## src/rtl/mil_bc_seq.sv

```systemverilog
// MIL-STD-1553 bus controller message sequencer for BC-to-RT transfers.
// Sends a command word and its data words on a fixed slot grid, then waits
// for the RT status word, a timeout, or a wrong-sync reply, and finally
// holds an inter-message gap before accepting the next start.
module mil_bc_seq #(
    parameter int WORD_CLKS = 1000,
    parameter int RESP_TMO  = 700,
    parameter int GAP_CLKS  = 200
) (
    input  logic        clk,
    input  logic        rst,
    input  logic        start,
    input  logic [15:0] cmd_word,
    output logic        dat_req,
    input  logic [15:0] dat_in,
    output logic        txen,
    output logic [15:0] dat,
    output logic        cw_dw,
    input  logic        ok_rx,
    input  logic [15:0] rx_dat,
    input  logic        rx_cw,
    output logic        busy,
    output logic        done,
    output logic        tmo,
    output logic        sync_err,
    output logic [15:0] status_word
);

    localparam int SW = $clog2(WORD_CLKS + 1);
    localparam int TW = $clog2(RESP_TMO + 1);
    localparam int GW = $clog2(GAP_CLKS + 1);

    // dat_req is registered, so it is raised one count early to be high at WORD_CLKS-3
    localparam logic [SW-1:0] SLOT_REQ  = SW'(WORD_CLKS - 4);
    localparam logic [SW-1:0] SLOT_LAT  = SW'(WORD_CLKS - 2);
    localparam logic [SW-1:0] SLOT_LAST = SW'(WORD_CLKS - 1);
    // The edge that moves the timer onto RESP_TMO is the timeout edge
    localparam logic [TW-1:0] TMO_LAST  = TW'(RESP_TMO - 1);
    localparam logic [GW-1:0] GAP_LAST  = GW'(GAP_CLKS - 1);

    typedef enum logic [2:0] {
        StIdle,
        StTxCw,
        StTxDw,
        StWaitSw,
        StGap
    } state_t;

    state_t        state;
    logic [SW-1:0] slot;
    logic [TW-1:0] timer;
    logic [GW-1:0] gap;
    logic [5:0]    rem;
    logic [15:0]   dbuf;

    // Message sequencer: state, counters and all registered outputs
    always_ff @(posedge clk or posedge rst) begin
        if (rst) begin
            state       <= StIdle;
            slot        <= '0;
            timer       <= '0;
            gap         <= '0;
            rem         <= '0;
            dbuf        <= '0;
            txen        <= 1'b0;
            dat_req     <= 1'b0;
            dat         <= '0;
            cw_dw       <= 1'b0;
            busy        <= 1'b0;
            done        <= 1'b0;
            tmo         <= 1'b0;
            sync_err    <= 1'b0;
            status_word <= '0;
        end else begin
            txen     <= 1'b0;
            dat_req  <= 1'b0;
            done     <= 1'b0;
            tmo      <= 1'b0;
            sync_err <= 1'b0;
            case (state)
                StIdle: begin
                    if (start) begin
                        state <= StTxCw;
                        // A word count field of zero means 32 words
                        rem   <= (cmd_word[4:0] == 5'd0) ? 6'd32 : {1'b0, cmd_word[4:0]};
                        txen  <= 1'b1;
                        dat   <= cmd_word;
                        cw_dw <= 1'b1;
                        slot  <= '0;
                        busy  <= 1'b1;
                    end
                end
                // Receiver strobes here are our own echo and are ignored
                StTxCw, StTxDw: begin
                    if (slot == SLOT_REQ && rem != 6'd0) begin
                        dat_req <= 1'b1;
                    end
                    if (slot == SLOT_LAT) begin
                        dbuf <= dat_in;
                    end
                    if (slot == SLOT_LAST) begin
                        slot <= '0;
                        if (rem != 6'd0) begin
                            state <= StTxDw;
                            txen  <= 1'b1;
                            dat   <= dbuf;
                            cw_dw <= 1'b0;
                            rem   <= rem - 6'd1;
                        end else begin
                            state <= StWaitSw;
                            timer <= '0;
                        end
                    end else begin
                        slot <= slot + SW'(1);
                    end
                end
                // A reply on the timeout edge still counts as a reply
                StWaitSw: begin
                    if (ok_rx) begin
                        done  <= 1'b1;
                        state <= StGap;
                        gap   <= '0;
                        if (rx_cw) begin
                            status_word <= rx_dat;
                        end else begin
                            sync_err <= 1'b1;
                        end
                    end else if (timer == TMO_LAST) begin
                        done  <= 1'b1;
                        tmo   <= 1'b1;
                        state <= StGap;
                        gap   <= '0;
                    end else begin
                        timer <= timer + TW'(1);
                    end
                end
                StGap: begin
                    if (gap == GAP_LAST) begin
                        state <= StIdle;
                        busy  <= 1'b0;
                    end else begin
                        gap <= gap + GW'(1);
                    end
                end
                default: begin
                    state <= StIdle;
                    busy  <= 1'b0;
                end
            endcase
        end
    end

endmodule
```

## config.mk

```make
export PLATFORM = sky130hd
export DESIGN_NAME = mil_bc_seq
export DESIGN_NICKNAME = d
export VERILOG_FILES = /design/src/rtl/mil_bc_seq.sv
export SDC_FILE = /design/constraint.sdc
export NUM_CORES = 1
export LEC_CHECK = 0
export CORE_ASPECT_RATIO = 0.5
export CORE_UTILIZATION = 40
export CTS_BUF_LIST = sky130_fd_sc_hd__clkbuf_4 sky130_fd_sc_hd__clkbuf_8 sky130_fd_sc_hd__clkbuf_16
export DETAILED_ROUTE_END_ITERATION = 12
export PLACE_DENSITY = 0.79
export SYNTH_ARGS = -nofsm -noshare
export SYNTH_HDL_FRONTEND = slang
export SYNTH_SLANG_ARGS = --single-unit
```

## constraint.sdc

```tcl
create_clock -name clk -period 2.8 [get_ports clk]
set_input_delay 0.56 -clock clk [delete_from_list [all_inputs] [get_ports clk]]
set_output_delay 0.56 -clock clk [all_outputs]
set_load 0.005 [all_outputs]
```

=== Yosys cells after proc, flatten, opt, wreduce, memory -nomap -nowiden ===
Index checks and enable logic that the tools add are counted.

* Logic and storage cells: 103
* Bits of input ports: 53
* Output and inout bits: 39
* Register bits after elaboration: 92

* $add $sub $neg: 4
* Reductions and logical operators: 17
* Bitwise logic cells: 1
* Mux-type cells: 48
* Equal/unequal tests: 18

{| class="wikitable"
|+ Operator list
! cell !! number
|-
| 2-to-1 mux 10 bit || 6
|-
| 2-to-1 mux 16 bit || 3
|-
| == test 10 bit (second input constant) || 4
|-
| case mux 10 bit (2 select lines) || 2
|-
| case mux 16 bit (2 select lines) || 1
|-
| 2-to-1 mux 6 bit || 4
|-
| 2-to-1 mux 8 bit || 3
|-
| adder 10 x 1 -> 10 bit (second input constant) || 2
|-
| 2-to-1 mux 1 bit || 18
|-
| != test 2 bit (second input constant) || 8
|-
| case mux 8 bit (2 select lines) || 1
|-
| 2-to-1 mux 3 bit || 5
|-
| case mux 3 bit (4 select lines) || 1
|-
| case mux 6 bit (2 select lines) || 1
|-
| AND reduction 3 bit || 3
|-
| adder 8 x 1 -> 8 bit (second input constant) || 1
|-
| == test 8 bit (second input constant) || 1
|-
| AND reduction 4 bit || 2
|-
| == test 3 x 2 -> 1 bit (second input constant) || 2
|-
| nonzero test 2 bit || 3
|-
| nonzero test 6 bit || 1
|-
| subtractor 6 x 1 -> 6 bit (second input constant) || 1
|-
| zero test 5 bit || 1
|-
| AND reduction 5 bit || 1
|-
| other kinds (11) || 13
|}

=== Logic depth before layout (Yosys ltp) ===
Gate-level depths: netlist of the first run.

* Word-level depth: 4
* Mapped depth: 8
* Mapped depth without buffers: 7

=== Least setup slack after synthesis of the first run ===
Ideal clock, no wire load.

* Path kind: reg2reg
* From: reg rem[0]
* To: reg timer[2]
* Stages on the path, launching flop included: 8
* Buffers on the path: 0
* Arrival time: 1.872 ns
* Library setup time: 0.146 ns
* Setup slack: 0.783 ns
* Period minus slack after synthesis: 2.017 ns
* Path through: dfrtp_1 > inv_1 > ha_1 > nand2b_1 > nor4_1 > a21oi_1 > nor3_2 > a31oi_1

* Word-level cells in the longest chain between the ends: 3

{| class="wikitable"
|+ RTL lines
! element !! line !! RTL
|-
| start: declaration || 53 || <nowiki>logic [5:0] rem;</nowiki>
|-
| start signal: assignment || 85 || <nowiki>rem <= (cmd_word[4:0] == 5'd0) ? 6'd32 : {1'b0, cmd_word[4:0]};</nowiki>
|-
| start signal: assignment || 108 || <nowiki>rem <= rem - 6'd1;</nowiki>
|-
| nonzero test 6 bit || 103 || <nowiki>if (rem != 6'd0) begin</nowiki>
|-
| != test 2 bit (no line) || - ||
|-
| AND reduction 5 bit (no line) || - ||
|-
| end signal: assignment || 134 || <nowiki>timer <= timer + TW'(1);</nowiki>
|-
| end: declaration || 51 || <nowiki>logic [TW-1:0] timer;</nowiki>
|}

Every way passes these cells.
A chain may end at the register's enable or synchronous reset.

=== Worst setup path after layout of the first run ===
* From: reg slot[1]
* To: reg rem[2]

* Word-level cells in the longest chain between the ends: 3

{| class="wikitable"
|+ RTL lines
! element !! line !! RTL
|-
| start: declaration || 50 || <nowiki>logic [SW-1:0] slot;</nowiki>
|-
| start signal: assignment || 114 || <nowiki>slot <= slot + SW'(1);</nowiki>
|-
| == test 10 bit || 101 || <nowiki>if (slot == SLOT_LAST) begin</nowiki>
|-
| != test 2 bit (no line) || - ||
|-
| AND reduction 4 bit (no line) || - ||
|}

Every way passes these cells.

==> impl_metrics.json, run 1 <==
{
  "yosysSeqAreaShare_pct": 54.0,
  "fin_ws_ns": 0.374,
  "ys_ff_latch": 92,
  "diodes": 0,
  "worst_ir_drop_vdd_uv": 345,
  "dp_slack_ns": 0.340,
  "yosysMostFrequentCell": "dfrtp_1",
  "area_growth_pct": 33.9,
  "synth_top_cell_by_area": "dfrtp_1",
  "grt_max_degree": 93,
  "setup-violations-final": 0,
  "final_core_util_pct": 55.6,
  "synth_common_cells": "92 x dfrtp_1, 59 x nand2_1, 34 x mux2_2",
  "drt_pre_antenna_iters": 4,
  "cts-resized-gates": 0,
  "hold_ws_ns": 0.490,
  "yosysWarnings": 0,
  "synth_top_area_share_pct": 54.0,
  "final.min_clock_period_ns": 2.43,
  "fin_crit_sh_pct": 86.7,
  "cts_hold_buf": 0,
  "final_nets": 565,
  "hold_viol_final": 0,
  "clock-sinks": 92,
  "antenna_found_initial": 0,
  "clk_latency_ns": 0.34,
  "htree_levels": 3,
  "io_buffer_count": 91,
  "post-place-cells": 635,
  "cts_tree": "done",
  "io_pins": 92,
  "wl_um": 9880,
  "synth_cell_types": 50,
  "netlist_instances": 405,
  "synth_area_mm2": 0.00426,
  "grt_use_total_pct": 18.5,
  "yosys_most_used_dff": "dfrtp_1",
  "via_count": 3467,
  "die_w_um": 148,
  "fmax_mhz": 412,
  "routedWlPerCell_um": 15.2,
  "critical-path-top-delay-family": "compound AO/OA/AOI/OAI gates",
  "rows": 26,
  "critPathCaptureType": "register",
  "p_leak_nw": 2.46,
  "clockRootBuffer": "clkbuf_16",
  "hp-class": "reg2reg",
  "cp_slowest_cell": "a221oi_4",
  "rsz0062_at_grt": "no",
  "drv_cap": 0,
  "postSynthNetCount": 464,
  "grt_pass1_vias": 3254,
  "worst_slew_pin_slew_ns": 0.599,
  "grt_overflow_total": 0,
  "grt_pass1_wl_um": 15700,
  "postCtsSetupRepairBufs": 0,
  "power_density_mw_per_mm2": 477,
  "arrival_ns": 2.66,
  "worst-path-max-fanout": 13,
  "dpl_cell_area_mm2": 0.00540,
  "drive_gt1_share_pct": 14.3,
  "core_mm2": 0.0103,
  "final_cells": 650,
  "fin_area_mm2": 0.00571,
  "die_height_um": 75.0,
  "startpoint_type": "register",
  "worst_ep_required_time_ns": 3.03,
  "clk_pin_slew_ns": 0.06,
  "yosys-top-cells-area": "dfrtp_1 54%, mux2_2 9.0%, nand2_1 5.2%",
  "cts_buffers": 9,
  "synth-edff-count": 0,
  "drc": 0,
  "final.setup.tns_ns": 0,
  "max_stage_delay_ns": 0.60,
  "vias_per_cell": 5.33,
  "crit_chain": "ha_1 -> inv_1 -> or3_1 -> a221oi_4 -> o21ai_0 -> a22o_1",
  "critPathKind": "reg2reg",
  "power.total_mw": 2.72,
  "dp_hpwl_um": 6660,
  "fp.dieArea_mm2": 0.0111,
  "syn_avg_cell_area_um2": 10.5,
  "path_buf_inv": 1,
  "cts_buffer_depth": 2,
  "ant_nets": 0,
  "outcome": "finished clean",
  "initial_utilization_pct": 41.5,
  "slew_headroom_pct": 60.0,
  "async_reset_ff_share_pct": 100,
  "place_congestion": 0.767,
  "report.final.slew_viol_count": 0,
  "finClkSkew_ns": 0.00685,
  "drtIter0Drc": 257
}
## sequential cells by signal, indices dropped and copies added (netlist names), 3 cells and up
signal and cells:
slot 10, timer 10, rem 6, dbuf 16
gap 8, dat 16, state 3, status_word 16
## routing by layer
metal	global-route usage [%]	share of wire, %	vias up
li1	-	-	1665
met1	22.9	45	1727
met2	30.7	50	62
met3	6.24	4.4	13
met4	6.53	1.3	0
met5	0	0	-
## worst paths after layout
path	end	startpoint	slack (ns)	cells past startpoint
hold / removal	gap[7]$_DFFE_PP0P_	gap[7]$_DFFE_PP0P_	0.49	1
setup reg to reg	rem[2]$_DFFE_PP0P_	slot[1]$_DFFE_PP0P_	0.37	6
setup / recovery	rem[2]$_DFFE_PP0P_	slot[1]$_DFFE_PP0P_	0.37	6
hold reg to reg	gap[7]$_DFFE_PP0P_	gap[7]$_DFFE_PP0P_	0.49	1
min in group asynchronous	status_word[2]$_DFFE_PP0P_	rst	0.70	3
max in group asynchronous	dbuf[11]$_DFFE_PP0P_	rst	1.71	3
## worst register-to-register path, stage by stage, from the launching register on
cell      delay [ns]
dfrtp_1         0.47
ha_1            0.23
inv_1           0.09
or3_1           0.43
a221oi_4        0.60
o21ai_0         0.24
a22o_1          0.27
## cell type report
cell class                 count  area [um^2]
fill                         876         4570
inverter                      13         52.6
clock buffer                  12          267
sequential                    92         2300
timing repair buffer         107         1040
clock inverter                 3         45.0
tap                          140          175
multi-input combinational    283         1830
## power by group
group	leakage, nW	total, mW	switching [mW]	internal, mW
Clock	0.147	1.25	0.486	0.759
Combinational	1.13	0.130	0.0505	0.0799
Sequential	1.18	1.35	0.00676	1.34
Total	2.46	2.72	0.543	2.18
## cells by family after synthesis
| logic type | after synthesis | share of synthesized area [%] |
|---|---|---|
| and+or+nand+nor | 144 | 16.2 |
| AOI/OAI and AO/OA | 93 | 14.5 |
| DFF | 92 | 54.0 |
| muxes | 37 | 9.68 |
| buffers and inverters | 30 | 3.20 |
| adders and majority gates | 7 | 2.00 |
| xor gates and xnor gates | 2 | 0.411 |
## layout by cell type (no fill, tap or decap), types with 4 or more instances in the layout
cell type        netlist  layout
dfrtp_1               92      92
clkdlybuf4s50_1        0      91
nand2_1               59      59
mux2_2                34      34
nor2_1                32      32
a31oi_1               29      29
o21ai_0               26      26
buf_4                  2      15
nand3_1               13      13
inv_1                 13      12
a21oi_1               11      11
clkbuf_16              0       9
ha_1                   6       6
nor3_1                 5       5
o31ai_1                5       5
and3_1                 5       5
nor4_1                 4       4
a41oi_1                4       4
a22o_1                 4       4
No activity file was read; power rests on OpenSTA's default activity.
==> run 2: changes to the inputs <==
SLEW_MARGIN = 5   (was not set)
==> results of run 2 <==
The final DEF is identical to that of run 1; final timing and power are the same.
